==> src/rtl/lane_pkg.sv <==
// Shared lane constants: default widths, position ceiling, scheduler FSM state codes.
// Latency: n/a (constants and a helper only).
// Backpressure: n/a.
package lane_pkg;

   localparam int N_UNITS_DEF    = 4;
   localparam int POS_W_DEF      = 9;
   localparam int DMG_W_DEF      = 8;
   localparam int ENGAGE_GAP_DEF = 1;

   // Enemy base sits at the top of the position range.
   localparam logic [POS_W_DEF-1:0] POS_MAX = '1;

   // Scheduler FSM state codes (plain constants so legacy tools can use them too).
   localparam logic [2:0] ST_IDLE    = 3'd0;
   localparam logic [2:0] ST_SCAN_P  = 3'd1;
   localparam logic [2:0] ST_SCAN_E  = 3'd2;
   localparam logic [2:0] ST_RESOLVE = 3'd3;
   localparam logic [2:0] ST_ISSUE   = 3'd4;

   // Width of a unit index; never narrower than one bit.
   function automatic int idx_w(input int n);
      return (n > 1) ? $clog2(n) : 1;
   endfunction

endpackage

==> src/rtl/lane_tick_scheduler_front_scan.sv <==
// Front-unit finder: walks one side's snapshot one unit per cycle, keeping the best alive unit.
// Latency: N cycles of en_i; result valid the cycle after last_o.
// Backpressure: none; the caller holds en_i for exactly N cycles.
// Ports: clk/reset, clr_i (restart before a scan), en_i (scan one unit), pos_i/alive_i (snapshot),
//        best_pos_o/best_idx_o/valid_o (front unit), last_o (final unit being scanned this cycle).
module front_scan
   import lane_pkg::*;
#(
   parameter int N        = N_UNITS_DEF,
   parameter int POS_W    = POS_W_DEF,
   parameter int IDX_W    = idx_w(N_UNITS_DEF),
   parameter bit MIN_MODE = 1'b1
) (
   input  logic               clk,
   input  logic               reset,
   input  logic               clr_i,
   input  logic               en_i,
   input  logic [N*POS_W-1:0] pos_i,
   input  logic [N-1:0]       alive_i,
   output logic [POS_W-1:0]   best_pos_o,
   output logic [IDX_W-1:0]   best_idx_o,
   output logic               valid_o,
   output logic               last_o
);

   logic [IDX_W-1:0] idx_q;
   logic [POS_W-1:0] best_pos_q;
   logic [IDX_W-1:0] best_idx_q;
   logic             valid_q;
   logic [POS_W-1:0] cur_pos;
   logic             better;
   logic             take;

   assign cur_pos = pos_i[idx_q*POS_W +: POS_W];
   // Strict compare: an equal position never displaces the earlier (lower-index) unit.
   assign better  = MIN_MODE ? (cur_pos < best_pos_q) : (cur_pos > best_pos_q);
   assign take    = en_i && alive_i[idx_q] && (!valid_q || better);
   assign last_o  = en_i && (idx_q == IDX_W'(N - 1));

   always_ff @(posedge clk or posedge reset) begin
      if (reset) begin
         idx_q      <= '0;
         best_pos_q <= '0;
         best_idx_q <= '0;
         valid_q    <= 1'b0;
      end else if (clr_i) begin
         idx_q      <= '0;
         best_pos_q <= '0;
         best_idx_q <= '0;
         valid_q    <= 1'b0;
      end else if (en_i) begin
         idx_q <= last_o ? '0 : idx_q + 1'b1;
         if (take) begin
            best_pos_q <= cur_pos;
            best_idx_q <= idx_q;
            valid_q    <= 1'b1;
         end
      end
   end

   assign best_pos_o = best_pos_q;
   assign best_idx_o = best_idx_q;
   assign valid_o    = valid_q;

endmodule

==> src/rtl/lane_tick_scheduler.sv <==
// Per-tick lane sequencer: snapshot both sides, find fronts, resolve engage/advance, strobe units.
// Latency: strobes appear 2*N+2 cycles after the tick cycle and last exactly one cycle.
// Backpressure: none; a tick while busy is dropped and flagged in sticky tick_overrun.
// Ports: clk/reset, tick, p_*/e_* unit state in (pos, alive, power), p_*/e_* strobes and damage out,
//        p_base_hit/e_base_hit, busy, tick_overrun.
module lane_tick_scheduler
   import lane_pkg::*;
#(
   parameter int N_UNITS    = N_UNITS_DEF,
   parameter int POS_W      = POS_W_DEF,
   parameter int DMG_W      = DMG_W_DEF,
   parameter int ENGAGE_GAP = ENGAGE_GAP_DEF
) (
   input  logic                     clk,
   input  logic                     reset,
   input  logic                     tick,
   input  logic [N_UNITS*POS_W-1:0] p_pos,
   input  logic [N_UNITS-1:0]       p_alive,
   input  logic [N_UNITS*DMG_W-1:0] p_power,
   input  logic [N_UNITS*POS_W-1:0] e_pos,
   input  logic [N_UNITS-1:0]       e_alive,
   input  logic [N_UNITS*DMG_W-1:0] e_power,
   output logic [N_UNITS-1:0]       p_move_en,
   output logic [N_UNITS-1:0]       p_dmg_en,
   output logic [N_UNITS*DMG_W-1:0] p_dmg_in,
   output logic [N_UNITS-1:0]       e_move_en,
   output logic [N_UNITS-1:0]       e_dmg_en,
   output logic [N_UNITS*DMG_W-1:0] e_dmg_in,
   output logic                     p_base_hit,
   output logic                     e_base_hit,
   output logic                     busy,
   output logic                     tick_overrun
);

   localparam int               IDX_W   = idx_w(N_UNITS);
   localparam logic [POS_W-1:0] POS_TOP = {POS_W{1'b1}};
   localparam logic [POS_W:0]   GAP_LIM = (POS_W+1)'(ENGAGE_GAP);

   logic [2:0] state_q, state_d;
   logic       accept;
   logic       overrun_q;

   logic [N_UNITS*POS_W-1:0] sp_pos_q, se_pos_q;
   logic [N_UNITS-1:0]       sp_alive_q, se_alive_q;
   logic [N_UNITS*DMG_W-1:0] sp_pow_q, se_pow_q;

   logic [POS_W-1:0] p_fpos, e_fpos;
   logic [IDX_W-1:0] p_fidx, e_fidx;
   logic             p_fvld, e_fvld, p_last, e_last;

   logic [N_UNITS-1:0]       p_blk, e_blk;
   logic [POS_W:0]           gap;
   logic                     engaged;
   logic [N_UNITS-1:0]       p_move_d, e_move_d, p_dmg_en_d, e_dmg_en_d;
   logic [N_UNITS*DMG_W-1:0] p_dmg_in_d, e_dmg_in_d;
   logic                     p_hit_d, e_hit_d;
   logic [N_UNITS-1:0]       p_move_q, e_move_q, p_dmg_en_q, e_dmg_en_q;
   logic [N_UNITS*DMG_W-1:0] p_dmg_in_q, e_dmg_in_q;
   logic                     p_hit_q, e_hit_q;

   assign accept = tick && (state_q == ST_IDLE);

   always_comb begin
      state_d = state_q;
      case (state_q)
         ST_IDLE:    if (accept) state_d = ST_SCAN_P;
         ST_SCAN_P:  if (p_last) state_d = ST_SCAN_E;
         ST_SCAN_E:  if (e_last) state_d = ST_RESOLVE;
         ST_RESOLVE: state_d = ST_ISSUE;
         default:    state_d = ST_IDLE;
      endcase
   end

   always_ff @(posedge clk or posedge reset) begin
      if (reset) begin
         state_q    <= ST_IDLE;
         overrun_q  <= 1'b0;
         sp_pos_q   <= '0;
         sp_alive_q <= '0;
         sp_pow_q   <= '0;
         se_pos_q   <= '0;
         se_alive_q <= '0;
         se_pow_q   <= '0;
      end else begin
         state_q <= state_d;
         if (tick && (state_q != ST_IDLE)) overrun_q <= 1'b1;
         if (accept) begin
            sp_pos_q   <= p_pos;
            sp_alive_q <= p_alive;
            sp_pow_q   <= p_power;
            se_pos_q   <= e_pos;
            se_alive_q <= e_alive;
            se_pow_q   <= e_power;
         end
      end
   end

   front_scan #(.N(N_UNITS), .POS_W(POS_W), .IDX_W(IDX_W), .MIN_MODE(1'b1)) u_scan_p (
      .clk(clk), .reset(reset), .clr_i(accept), .en_i(state_q == ST_SCAN_P),
      .pos_i(sp_pos_q), .alive_i(sp_alive_q),
      .best_pos_o(p_fpos), .best_idx_o(p_fidx), .valid_o(p_fvld), .last_o(p_last)
   );

   front_scan #(.N(N_UNITS), .POS_W(POS_W), .IDX_W(IDX_W), .MIN_MODE(1'b0)) u_scan_e (
      .clk(clk), .reset(reset), .clr_i(accept), .en_i(state_q == ST_SCAN_E),
      .pos_i(se_pos_q), .alive_i(se_alive_q),
      .best_pos_o(e_fpos), .best_idx_o(e_fidx), .valid_o(e_fvld), .last_o(e_last)
   );

   // A unit is blocked when a live teammate occupies the square it would step into.
   // Wrapped targets at the base squares are harmless: those units never move anyway.
   always_comb begin
      p_blk = '0;
      e_blk = '0;
      for (int i = 0; i < N_UNITS; i++) begin
         for (int j = 0; j < N_UNITS; j++) begin
            if (j != i) begin
               if (sp_alive_q[j] &&
                   (sp_pos_q[j*POS_W +: POS_W] == sp_pos_q[i*POS_W +: POS_W] - 1'b1))
                  p_blk[i] = 1'b1;
               if (se_alive_q[j] &&
                   (se_pos_q[j*POS_W +: POS_W] == se_pos_q[i*POS_W +: POS_W] + 1'b1))
                  e_blk[i] = 1'b1;
            end
         end
      end
   end

   always_comb begin
      // One extra bit keeps a crossed-over pair (player behind enemy) from wrapping to a small gap.
      gap        = {1'b0, p_fpos} - {1'b0, e_fpos};
      engaged    = p_fvld && e_fvld && (p_fpos >= e_fpos) && (gap <= GAP_LIM);
      p_move_d   = '0;
      e_move_d   = '0;
      p_dmg_en_d = '0;
      e_dmg_en_d = '0;
      p_dmg_in_d = '0;
      e_dmg_in_d = '0;
      p_hit_d    = 1'b0;
      e_hit_d    = 1'b0;
      if (engaged) begin
         p_dmg_en_d[p_fidx]                 = 1'b1;
         p_dmg_in_d[p_fidx*DMG_W +: DMG_W]  = se_pow_q[e_fidx*DMG_W +: DMG_W];
         e_dmg_en_d[e_fidx]                 = 1'b1;
         e_dmg_in_d[e_fidx*DMG_W +: DMG_W]  = sp_pow_q[p_fidx*DMG_W +: DMG_W];
      end
      for (int i = 0; i < N_UNITS; i++) begin
         if (sp_alive_q[i] && (sp_pos_q[i*POS_W +: POS_W] == '0)) p_hit_d = 1'b1;
         if (se_alive_q[i] && (se_pos_q[i*POS_W +: POS_W] == POS_TOP)) e_hit_d = 1'b1;
         p_move_d[i] = sp_alive_q[i] && !(engaged && (p_fidx == IDX_W'(i))) &&
                       (sp_pos_q[i*POS_W +: POS_W] != '0) && !p_blk[i];
         e_move_d[i] = se_alive_q[i] && !(engaged && (e_fidx == IDX_W'(i))) &&
                       (se_pos_q[i*POS_W +: POS_W] != POS_TOP) && !e_blk[i];
      end
   end

   // Loaded in RESOLVE so they are visible for the ISSUE cycle only; zero otherwise.
   always_ff @(posedge clk or posedge reset) begin
      if (reset) begin
         p_move_q   <= '0;
         e_move_q   <= '0;
         p_dmg_en_q <= '0;
         e_dmg_en_q <= '0;
         p_dmg_in_q <= '0;
         e_dmg_in_q <= '0;
         p_hit_q    <= 1'b0;
         e_hit_q    <= 1'b0;
      end else if (state_q == ST_RESOLVE) begin
         p_move_q   <= p_move_d;
         e_move_q   <= e_move_d;
         p_dmg_en_q <= p_dmg_en_d;
         e_dmg_en_q <= e_dmg_en_d;
         p_dmg_in_q <= p_dmg_in_d;
         e_dmg_in_q <= e_dmg_in_d;
         p_hit_q    <= p_hit_d;
         e_hit_q    <= e_hit_d;
      end else begin
         p_move_q   <= '0;
         e_move_q   <= '0;
         p_dmg_en_q <= '0;
         e_dmg_en_q <= '0;
         p_dmg_in_q <= '0;
         e_dmg_in_q <= '0;
         p_hit_q    <= 1'b0;
         e_hit_q    <= 1'b0;
      end
   end

   assign p_move_en    = p_move_q;
   assign e_move_en    = e_move_q;
   assign p_dmg_en     = p_dmg_en_q;
   assign e_dmg_en     = e_dmg_en_q;
   assign p_dmg_in     = p_dmg_in_q;
   assign e_dmg_in     = e_dmg_in_q;
   assign p_base_hit   = p_hit_q;
   assign e_base_hit   = e_hit_q;
   assign busy         = (state_q != ST_IDLE);
   assign tick_overrun = overrun_q;

endmodule

==> config.mk <==
export PLATFORM = sky130hd
export DESIGN_NAME = lane_tick_scheduler
export DESIGN_NICKNAME = d
export VERILOG_FILES = /design/src/rtl/lane_pkg.sv /design/src/rtl/lane_tick_scheduler_front_scan.sv /design/src/rtl/lane_tick_scheduler.sv
export SDC_FILE = /design/constraint.sdc
export NUM_CORES = 1
export LEC_CHECK = 0
export ABC_AREA = 1
export CAP_MARGIN = 30
export CORE_MARGIN = 10
export CORE_UTILIZATION = 54
export DETAILED_ROUTE_END_ITERATION = 7
export PLACE_DENSITY = 0.91
export SLEW_MARGIN = 20
export SYNTH_ARGS = -nofsm -noshare
export SYNTH_HDL_FRONTEND = slang
export SYNTH_SLANG_ARGS = --single-unit
==> constraint.sdc <==
create_clock -name clk -period 9.62 [get_ports clk]
set_clock_uncertainty 0.2 [all_clocks]
set_input_delay 1.443 -clock clk [delete_from_list [all_inputs] [get_ports clk]]
set_output_delay 1.443 -clock clk [all_outputs]
set_load 0.05 [all_outputs]
==> results of run 1 <==
[synthesized netlist by cell type (all sizes together)]
| cell | number | area share, % |
|---|---|---|
| nand4 | 48 | 2.3 |
| a21o | 1 | 0.048 |
| fa | 1 | 0.13 |
| xnor2 | 11 | 0.62 |
| a22o | 1 | 0.056 |
| clkbuf | 72 | 1.7 |
| a21oi | 79 | 2.5 |
| o21ai | 159 | 5.1 |
| xor2 | 76 | 4.3 |
| and3 | 1 | 0.040 |
| buf | 13 | 0.43 |
| a32oi | 6 | 0.34 |
| o21a | 3 | 0.14 |
| o22ai | 13 | 0.52 |
| nand3b | 5 | 0.24 |
| nor2 | 222 | 5.3 |
| a32o | 16 | 1.0 |
| inv | 183 | 4.4 |
| dfrtp | 258 | 41 |
| o41ai | 1 | 0.056 |
| o21bai | 1 | 0.048 |
| or2 | 2 | 0.080 |
| o31ai | 9 | 0.43 |
| clkinv | 17 | 0.41 |
| nand2 | 754 | 18 |
| nor3 | 35 | 1.2 |
| o211ai | 15 | 0.72 |
| a211oi | 1 | 0.048 |
| a41oi | 1 | 0.056 |
| nand3 | 137 | 4.4 |
| ha | 50 | 4.0 |
[metal layers]
metal / part of all wire, % / global-route usage, % / vias to the layer above
li1: - / - / 7439
met1: 39 / 37.0 / 7694
met2: 49 / 53.2 / 805
met3: 6.8 / 3.82 / 176
met4: 4.7 / 12.7 / 0
met5: 0 / 0 / -
[power groups by stage]
stage,logic [mW],registers [mW],clock network (mW)
floorplan,2.61,1.68,0
global placement,3.22,1.96,0
detailed placement,3.32,1.96,0
CTS,3.38,1.95,1.17
global route,3.88,1.99,1.22
finish,3.47,1.97,1.17
[registers in the layout, indices dropped and copies added (netlist names), 2 cells and up]
register / cells
se_alive_q: 4
p_dmg_in: 32
sp_pos_q: 36
e_dmg_in: 32
state_q: 3
u_scan_e.best_pos_o: 9
u_scan_p.idx_q: 2
u_scan_e.idx_q: 2
sp_pow_q: 32
sp_alive_q: 4
se_pow_q: 32
e_move_en: 4
se_pos_q: 36
u_scan_p.best_idx_o: 2
e_dmg_en: 4
p_move_en: 4
p_dmg_en: 4
u_scan_e.best_idx_o: 2
u_scan_p.best_pos_o: 9
[worst max-delay path, cell delays in order, from the launching register on]
cell	delay (ns)
dfrtp_1	0.68
inv_1	0.66
a21oi_1	0.16
a32oi_1	0.39
inv_1	0.11
ha_1	0.34
nand3_1	0.11
o41ai_1	0.34
nand2_1	0.15
nand2_1	0.35
nand2_1	0.35
o21ai_0	0.26
[final cells by class]
| cell class | count | area share, % |
|---|---|---|
| Tap cell | 384 | 2.50 |
| Sequential cell | 258 | 33.6 |
| Inverter | 200 | 3.97 |
| Clock buffer | 37 | 4.24 |
| Multi-Input combinational cell | 1648 | 42.2 |
| Clock inverter | 15 | 0.937 |
| Timing Repair Buffer | 238 | 12.6 |
[worst paths after layout]
| kind | slack, ns | cells after the start | from | endpoint |
|---|---|---|---|---|
| max in group asynchronous | 6.64 | 3 | reset | u_scan_e.best_idx_o[0] |
| min in group asynchronous | 1.23 | 2 | reset | sp_pow_q[16] |
| worst max register to register | 5.43 | 11 | u_scan_e.idx_q[0] | u_scan_e.best_pos_o[1] |
| worst min register to register | 0.26 | 1 | tick_overrun | tick_overrun |
| worst min-delay path | 0.26 | 1 | tick_overrun | tick_overrun |
| worst max-delay path | 5.43 | 11 | u_scan_e.idx_q[0] | u_scan_e.best_pos_o[1] |
[stage by stage]
step / hold slack (ns) / cell area, um^2 / setup slack, ns / std cells / power [mW]
finish: 0.258 / 19200 / 5.43 / 2780 / 6.60
global route: 0.271 / 19200 / 5.25 / 2780 / 7.09
CTS: 0.259 / 19200 / 5.41 / 2778 / 6.49
detailed placement: 0.245 / 18200 / 4.85 / 2726 / 5.28
global placement: 0.238 / 18100 / 5.04 / 2724 / 5.18
floorplan: 0.249 / 15600 / 0.879 / 2191 / 4.29
[logic make-up (layout without fill, tap and decap cells)]
| group | count (synthesis) | in the layout | share of synthesized area (%) |
|---|---|---|---|
| flops | 258 | 258 | 41.3 |
| compound gates | 306 | 306 | 11.1 |
| simple gates | 1204 | 1204 | 31.7 |
| fa+ha+maj | 51 | 51 | 4.13 |
| buf+inv | 285 | 490 | 6.96 |
| xor+xnor | 87 | 87 | 4.87 |
[cells in the final DEF, fill, tap and decap left out, drive strengths merged, types with 2 or more instances in the layout]
cell type	count
nand2	754
dfrtp	258
clkdlybuf4s50	230
nor2	222
inv	186
o21ai	159
nand3	137
a21oi	79
xor2	76
ha	50
nand4	48
clkbuf	37
nor3	35
clkinv	23
a32o	16
o211ai	15
o22ai	13
xnor2	11
o31ai	9
buf	8
a32oi	6
nand3b	5
o21a	3
bufinv	3
clkinvlp	3
or2	2
==> impl_metrics.env, run 1 <==
export IMPL_syn_area_mm2=0.0156
export IMPL_finalCriticalPeriod_ns=4.19
export IMPL_path_clk_slew_ns=0.06
export IMPL_grt_max_degree=122
export IMPL_routed_via_density=5.80
export IMPL_status="finished, violations left"
export IMPL_finalSetupTns_ns=0
export IMPL_setup_viol=0
export IMPL_switchingPower_mw=3.33
export IMPL_p_leak_nw=9.11
export IMPL_yosysSeqAreaShare_pct=41.3
export IMPL_syn_avg_cell_area_um2=7.14
export IMPL_die_w_um=190
export IMPL_max_cap_viol_count=0
export IMPL_initial_core_util_pct=54.7
export IMPL_die_area_mm2=0.0362
export IMPL_multiInputGateArea_mm2=0.00811
export IMPL_grt_pass1_wl_um=87800
export IMPL_place_congestion=0.944
export IMPL_cts_buffers=29
export IMPL_rows=62
export IMPL_path_class="reg -> reg"
export IMPL_pwr_share_comb_pct=52.5
export IMPL_gr_total_overflow=0
export IMPL_crit_path_end_kind="flip-flop"
export IMPL_slew_violations=0
export IMPL_ant_nets=0
export IMPL_grt_pass1_vias=15700
export IMPL_p_int_mw=3.27
export IMPL_cts_max_level=1
export IMPL_antenna_found_initial=0
export IMPL_drt_iter0_drc=1641
export IMPL_cts_tree="built"
export IMPL_areaGrowthSynthToFinish_pct=22.8
export IMPL_yosysWarnings=0
export IMPL_finalHoldViolations=0
export IMPL_dr_pass1_iters=8
export IMPL_fill_cells=2347
export IMPL_cts_resized=0
export IMPL_clock_sinks=258
export IMPL_fp_dieH_um=190
export IMPL_critPathLaunchType="flip-flop"
export IMPL_post_cts_buffers=0
export IMPL_routed_wl_um=56700
export IMPL_clock_root_buffer="clkbuf_16"
export IMPL_vias=16100
export IMPL_post_route_period_util_pct=43.5
export IMPL_layout_drive_gt1_share_pct=3.26
export IMPL_postLayoutCoreUtil_pct=67.2
export IMPL_drc=3
export IMPL_failed_checks="design-rule violations"
export IMPL_clk_latency_ns=0.58
export IMPL_synth_cell_type_count=39
export IMPL_core_area_mm2=0.0286
export IMPL_syn_inst=2191
export IMPL_cts_max_path_buffers=3
export IMPL_ctsHoldBuffers=0
export IMPL_peakVddDrop_mv=0.190
export IMPL_syn_nets=2389
export IMPL_rsz0062_at_grt="no"
export IMPL_pwr_share_seq_pct=29.8
export IMPL_track_usage_pct=30.4
export IMPL_wl_per_cell_um=20.4
export IMPL_dp_hpwl_um=40700
export IMPL_pwr_share_clk_pct=17.7
export IMPL_ios=231
export IMPL_crit_required_ns=9.91
export IMPL_relSlewSlack_pct=40.6
export IMPL_max_freq_ghz=0.239
export IMPL_cp_arrival_ns=4.48
export IMPL_place_port_buffers=230
export IMPL_min_path_type="reg -> reg"
export IMPL_pwr_density_cell_mw_per_mm2=343
export IMPL_worst_path_max_fanout=24
export IMPL_swShare_pct=50.5
export IMPL_seq_area_mm2=0.00646
export IMPL_ys_seq_elements=258
export IMPL_tightest_slew_ns=0.891
export IMPL_nNetsFinal=2573
export IMPL_antennaDiodeCount=0
Note: power is estimated with default switching activity, not from simulation.
==> run 2: changes to the inputs <==
==> constraint.sdc (replaced) <==
create_clock -name clk -period 4.25 [get_ports clk]
set_clock_uncertainty 0.2 [all_clocks]
set_input_delay 0.6375 -clock clk [delete_from_list [all_inputs] [get_ports clk]]
set_output_delay 0.6375 -clock clk [all_outputs]
set_load 0.05 [all_outputs]
==> run 2 against run 1 <==
The run now ends clean. Die area stayed put. First-iteration DRC count is 8.2% lower. Setup slack worse by 5.1 ns. Clock-buffer cell count stayed put. Non-clock buffer count is 11 higher. Total power is 120% higher. Worst hold slack worse by 0.064 ns. Critical path type unchanged. Clock power is 120% higher. Final cell count is 0.29% higher. Register-to-register slack worse by 5.1 ns. Sequential share of layout area is 0.13 points lower. Critical path depth is 2 higher.
==> impl_metrics.env, run 2 (synthesis gave the netlist of run 1 again) <==
export IMPL_post_route_period_util_pct=91.3
export IMPL_rr_worst_depth=13
export IMPL_grt_pass1_vias=15900
export IMPL_fin_area_mm2=0.0193
export IMPL_slew_violations=0
export IMPL_die_w_um=190
export IMPL_dp_hpwl_um=40500
export IMPL_min_path_type="in -> async"
export IMPL_seq_area_mm2=0.00646
export IMPL_finalSetupTns_ns=0
export IMPL_grt_pass1_wl_um=85600
export IMPL_worst_path_max_fanout=24
export IMPL_p_total_mw=14.7
export IMPL_vias=16000
export IMPL_crit_top_cell="nand2_1"
export IMPL_cp_arrival_ns=4.14
export IMPL_placed_area_mm2=0.0183
export IMPL_critPathLaunchType="flip-flop"
export IMPL_top_regs="se_pos_q (36), sp_pos_q (36)"
export IMPL_layout_drive_gt1_share_pct=3.54
export IMPL_postLayoutCoreUtil_pct=67.4
export IMPL_worst_r2r_endpoint="u_scan_e.best_pos_o[2]"
export IMPL_rsz0062_at_grt="no"
export IMPL_p_leak_nw=9.15
export IMPL_place_ws_ns=0.489
export IMPL_grt_max_degree=107
export IMPL_clock_root_buffer="clkbuf_16"
export IMPL_crit_path_cell_trace="inv_1, o21ai_0, o22ai_1, ha_1, a21oi_1, o21ai_0, nand2_1, nand3_1, o41ai_1, nand2_1, nand2_1, nand2_1, o21ai_0"
export IMPL_clock_sinks=258
export IMPL_multiInputGateArea_mm2=0.00811
export IMPL_cts_tree="built"
export IMPL_post_cts_buffers=0
export IMPL_path_class="reg -> reg"
export IMPL_nNetsFinal=2584
export IMPL_gr_total_overflow=0
export IMPL_cts_max_path_buffers=3
export IMPL_slowest_delay_ns=0.78
export IMPL_ctsHoldBuffers=0
export IMPL_routed_via_density=5.74
export IMPL_rows=62
export IMPL_finalCriticalPeriod_ns=3.88
export IMPL_cts_buffers=29
export IMPL_initial_core_util_pct=54.7
export IMPL_crit_required_ns=4.51
export IMPL_antennaDiodeCount=0
export IMPL_cts_resized=0
export IMPL_place_port_buffers=230
export IMPL_finalHoldViolations=0
export IMPL_track_usage_pct=29.2
export IMPL_cpLargestDelayFamily="compound AO/OA/AOI/OAI gates"
export IMPL_setup_viol=0
export IMPL_cts_max_level=1
export IMPL_dr_pass1_iters=6
export IMPL_timing_rr_start="u_scan_e.idx_q[0]"
export IMPL_areaGrowthSynthToFinish_pct=23.3
export IMPL_placed_cells=2738
export IMPL_status="complete, no violations"
export IMPL_relSlewSlack_pct=46.4
export IMPL_place_congestion=1.03
export IMPL_routed_wl_um=54500
export IMPL_path_clk_slew_ns=0.06
export IMPL_pwr_density_cell_mw_per_mm2=764
export IMPL_drc=0
export IMPL_tightest_slew_ns=0.804
export IMPL_ios=231
export IMPL_max_freq_ghz=0.258
export IMPL_crit_slowest_cell="dfrtp_1"
export IMPL_max_cap_viol_count=0
export IMPL_ant_nets=0
export IMPL_peakVddDrop_mv=0.464
export IMPL_cp_buffers_inverters=1
export IMPL_clk_latency_ns=0.55
export IMPL_crit_path_end_kind="flip-flop"
export IMPL_r2r_setup_slack_ns=0.37
export IMPL_wl_per_cell_um=19.5
export IMPL_core_area_mm2=0.0286
export IMPL_fill_cells=2413
export IMPL_die_area_mm2=0.0362
export IMPL_fp_dieH_um=190
export IMPL_setup_slack_ns=0.369
export IMPL_holdWs_ns=0.193
export IMPL_mostFrequentLayoutCells="nand2_1 (754), dfrtp_1 (258), clkdlybuf4s50_1 (230), nor2_1 (221), inv_1 (174)"
export IMPL_stdcell_count=2788
export IMPL_final_common_cell="nand2_1"
export IMPL_antenna_found_initial=0
export IMPL_drt_iter0_drc=1506
[run 2: cell count changes in the layout (fill, tap and decap cells not counted), sizes merged]
cell	before	now
clkinv	23	21
buf	8	19
inv	186	184
clkinvlp	3	4
[run 2: cell type report]
| class | count | share of cell area, % |
|---|---|---|
| Clock inverter | 12 | 0.791 |
| Clock buffer | 37 | 4.18 |
| Timing Repair Buffer | 249 | 13.1 |
| Tap cell | 384 | 2.49 |
| Multi-Input combinational cell | 1648 | 42.0 |
| Inverter | 200 | 3.94 |
| Sequential cell | 258 | 33.5 |
[run 2: worst max path at each step]
stage / from / endpoint / slack [ns] / cells after the start
5_1_grt: u_scan_e.idx_q[0] / u_scan_e.best_pos_o[2] / 0.07 / 13
3_3_place_gp: u_scan_e.idx_q[0] / u_scan_e.best_pos_o[1] / 0.67 / 11
2_1_floorplan: reset / e_base_hit / 0.01 / 1
6_report: u_scan_e.idx_q[0] / u_scan_e.best_pos_o[2] / 0.37 / 13
4_1_cts: u_scan_e.idx_q[0] / u_scan_e.best_pos_o[2] / 0.49 / 11
3_5_place_dp: u_scan_e.idx_q[0] / u_scan_e.best_pos_o[2] / 0.49 / 11
[run 2: power breakdown]
part	switching (mW)	internal [mW]	leakage, nW	total [mW]
clock	1.03	1.51	0.466	2.55
combinational	5.22	2.65	5.34	7.87
sequential	1.09	3.23	3.35	4.32
[run 2: metal layers]
metal  GRT usage (%)  vias to the layer above  routed length (um)
met1            36.0                     7562               21400
met3            4.30                      173                3850
li1                -                     7458                   -
met4            13.0                        0                2690
met2            49.9                      802               26500
met5               0                        -                   0
==> run 3: changes to the inputs <==
--- a/config.mk
+++ b/config.mk
@@ -10,8 +10,9 @@
 export CORE_MARGIN = 10
 export CORE_UTILIZATION = 54
 export DETAILED_ROUTE_END_ITERATION = 7
-export PLACE_DENSITY = 0.91
+export PLACE_DENSITY = 0.9
 export SLEW_MARGIN = 20
 export SYNTH_ARGS = -nofsm -noshare
 export SYNTH_HDL_FRONTEND = slang
+export SYNTH_HIERARCHICAL = 1
 export SYNTH_SLANG_ARGS = --single-unit
==> run 3 against run 2 <==
Die area grew 7.0%. Synthesized cell count increased by 12%. Core utilization is 1.1 points lower. Setup slack better by 0.35 ns. Final cell count is 10% higher. Combinational power rose by 17%. Critical path type unchanged. Critical endpoint is now u_scan_e/best_pos_o[5]. Largest power group unchanged.
==> impl_metrics.env, run 3 <==
export IMPL_synth_edf_count=0
export IMPL_layout_drive_gt1_share_pct=4.65
export IMPL_tightest_slew_ns=0.946
export IMPL_grt_max_degree=78
export IMPL_track_usage_pct=29.7
export IMPL_cts_resized=0
export IMPL_clk_latency_ns=0.56
export IMPL_synth_top_cell_by_area="dfrtp_1"
export IMPL_crit_path_cell_trace="inv_2, o21ai_0, o22ai_1, ha_1, nand2_1, nor2_2, nand3_1, nand3_1, nand2_1, nand2_2, nand2_2, nand3_2, nand2_1"
export IMPL_cts_buffers=28
export IMPL_cts_tree="built"
export IMPL_nNetsFinal=2844
export IMPL_finalHoldViolations=0
export IMPL_areaGrowthSynthToFinish_pct=20.9
export IMPL_mostFrequentLayoutCells="nand2_1 (886), nor2_1 (281), dfrtp_1 (258), clkdlybuf4s50_1 (230), nand3_1 (227)"
export IMPL_crit_top_cell="nand2_1"
export IMPL_dr_pass1_iters=6
export IMPL_synthFlopType="dfrtp_1"
export IMPL_crit_path_end_kind="flip-flop"
export IMPL_critPathLaunchType="flip-flop"
export IMPL_setup_viol=0
export IMPL_p_leak_nw=9.94
export IMPL_slew_violations=0
export IMPL_ys_seq_elements=258
export IMPL_postLayoutCoreUtil_pct=66.4
export IMPL_ant_nets=0
export IMPL_path_clk_slew_ns=0.06
export IMPL_status="complete, no violations"
export IMPL_routed_wl_um=58900
export IMPL_ios=231
export IMPL_min_path_type="reg -> reg"
export IMPL_synthTopCellsByCount="nand2_1 (886), nor2_1 (282), dfrtp_1 (258), nand3_1 (227), inv_1 (195)"
export IMPL_synth_area_leaders="dfrtp_1 (38%), nand2_1 (20%), nand3_1 (6.7%)"
export IMPL_muxShareOfSynthArea_pct=0
export IMPL_gr_total_overflow=0
export IMPL_synth_xor_area_share_pct=3.36
export IMPL_cp_buffers_inverters=1
export IMPL_worst_path_max_fanout=23
export IMPL_ctsHoldBuffers=0
export IMPL_yosysSeqAreaShare_pct=38.2
export IMPL_rows=64
export IMPL_yosysMostFrequentCell="nand2_1"
export IMPL_crit_slowest_cell="dfrtp_1"
export IMPL_grt_pass1_vias=17400
export IMPL_relSlewSlack_pct=36.8
export IMPL_path_class="reg -> reg"
export IMPL_place_congestion=1.12
export IMPL_pwr_density_cell_mw_per_mm2=802
export IMPL_fp_dieH_um=197
export IMPL_core_area_mm2=0.0307
export IMPL_syn_avg_cell_area_um2=6.85
export IMPL_clock_root_buffer="clkbuf_16"
export IMPL_synth_cell_type_count=41
export IMPL_rsz0062_at_grt="no"
export IMPL_dp_hpwl_um=44700
export IMPL_max_cap_viol_count=0
export IMPL_post_cts_buffers=0
export IMPL_p_total_mw=16.4
export IMPL_peakVddDrop_mv=0.492
export IMPL_grt_pass1_wl_um=93400
export IMPL_finalSetupTns_ns=0
export IMPL_routed_via_density=5.85
export IMPL_finalCriticalPeriod_ns=3.53
export IMPL_antenna_found_initial=2
export IMPL_syn_inst=2463
export IMPL_cts_max_level=1
export IMPL_fill_cells=2573
export IMPL_wl_per_cell_um=19.2
export IMPL_synthSimpleGateAreaFrac_pct=39.5
export IMPL_yosysWarnings=6
export IMPL_vias=18000
export IMPL_place_port_buffers=230
export IMPL_cpLargestDelayFamily="simple AND/OR/NAND/NOR gates"
export IMPL_syn_nets=2661
export IMPL_synth_top_family_by_area="simple AND/OR/NAND/NOR gates"
export IMPL_synth_async_reset_ratio_pct=100
export IMPL_initial_core_util_pct=54.9
export IMPL_synth_top_area_share_pct=38.2
export IMPL_drt_iter0_drc=2218
export IMPL_top_regs="se_pos_q (36), sp_pos_q (36)"
export IMPL_cts_max_path_buffers=3
export IMPL_max_freq_ghz=0.283
export IMPL_die_w_um=197
export IMPL_final_common_cell="nand2_1"
export IMPL_syn_area_mm2=0.0169
export IMPL_synth_compound_area_share_pct=7.74
export IMPL_slowest_delay_ns=0.89
export IMPL_cp_arrival_ns=3.77
export IMPL_crit_required_ns=4.48
export IMPL_post_route_period_util_pct=83.1
export IMPL_drc=0
export IMPL_clock_sinks=258
export IMPL_die_area_mm2=0.0387
export IMPL_synthAdderAreaFrac_pct=3.82
==> run 3: routing by layer <==
metal  wire length, um  GRT usage (%)  share of wire (%)  up-vias
li1                  -              -                  -     8307
met1             22600           36.9                 38     8325
met2             27400           48.8                 47     1117
met3              5620           5.28                9.5      202
met4              3220           14.8                5.5        0
met5                 0              0                  0        -
==> run 3: report_power, final <==
group	internal (mW)	switching, mW	leakage [nW]
Clock	1.56	1.06	0.478
Combinational	2.87	6.33	6.12
Sequential	3.24	1.31	3.35
==> run 3: worst paths after layout <==
path                                   start                     end  slack [ns]  cells after the start
max                        u_scan_e/idx_q[0]  u_scan_e/best_pos_o[5]        0.72                     13
min                             tick_overrun            tick_overrun        0.27                      1
max reg2reg                u_scan_e/idx_q[0]  u_scan_e/best_pos_o[5]        0.72                     13
min reg2reg                     tick_overrun            tick_overrun        0.27                      1
max in group asynchronous              reset             e_dmg_en[3]        2.52                      3
min in group asynchronous              reset       u_scan_e/idx_q[1]        0.45                      2
==> run 3: cell families (layout without fill, tap and decap cells) <==
family / Yosys count / in the layout
other cells: 0 / 2
compound gates: 229 / 229
buf+inv: 304 / 509
xor+xnor: 64 / 64
simple gates: 1557 / 1557
fa+ha+maj: 51 / 51
flops: 258 / 258
==> run 3: cell type report <==
type	count	area, um^2	area share, %
multi-input cells	1901	9210	45.1
flip-flops and latches	258	6460	31.6
repair buffers	245	2460	12.1
inverters	212	800	3.92
clock buffers	37	754	3.70
well taps	396	495	2.43
clock inverters	15	221	1.09
diodes	2	5.00	0.0245
==> run 3: stage by stage <==
step / hold WS [ns] / instances / area, um^2 / setup slack [ns]
floorplan: 0.242 / 2463 / 16900 / 0.405
global placement: 0.241 / 3011 / 19400 / 1.04
detailed placement: 0.251 / 3012 / 19400 / 0.907
CTS: 0.269 / 3064 / 20400 / 0.877
global route: 0.289 / 3066 / 20400 / 0.479
finish: 0.267 / 3066 / 20400 / 0.719
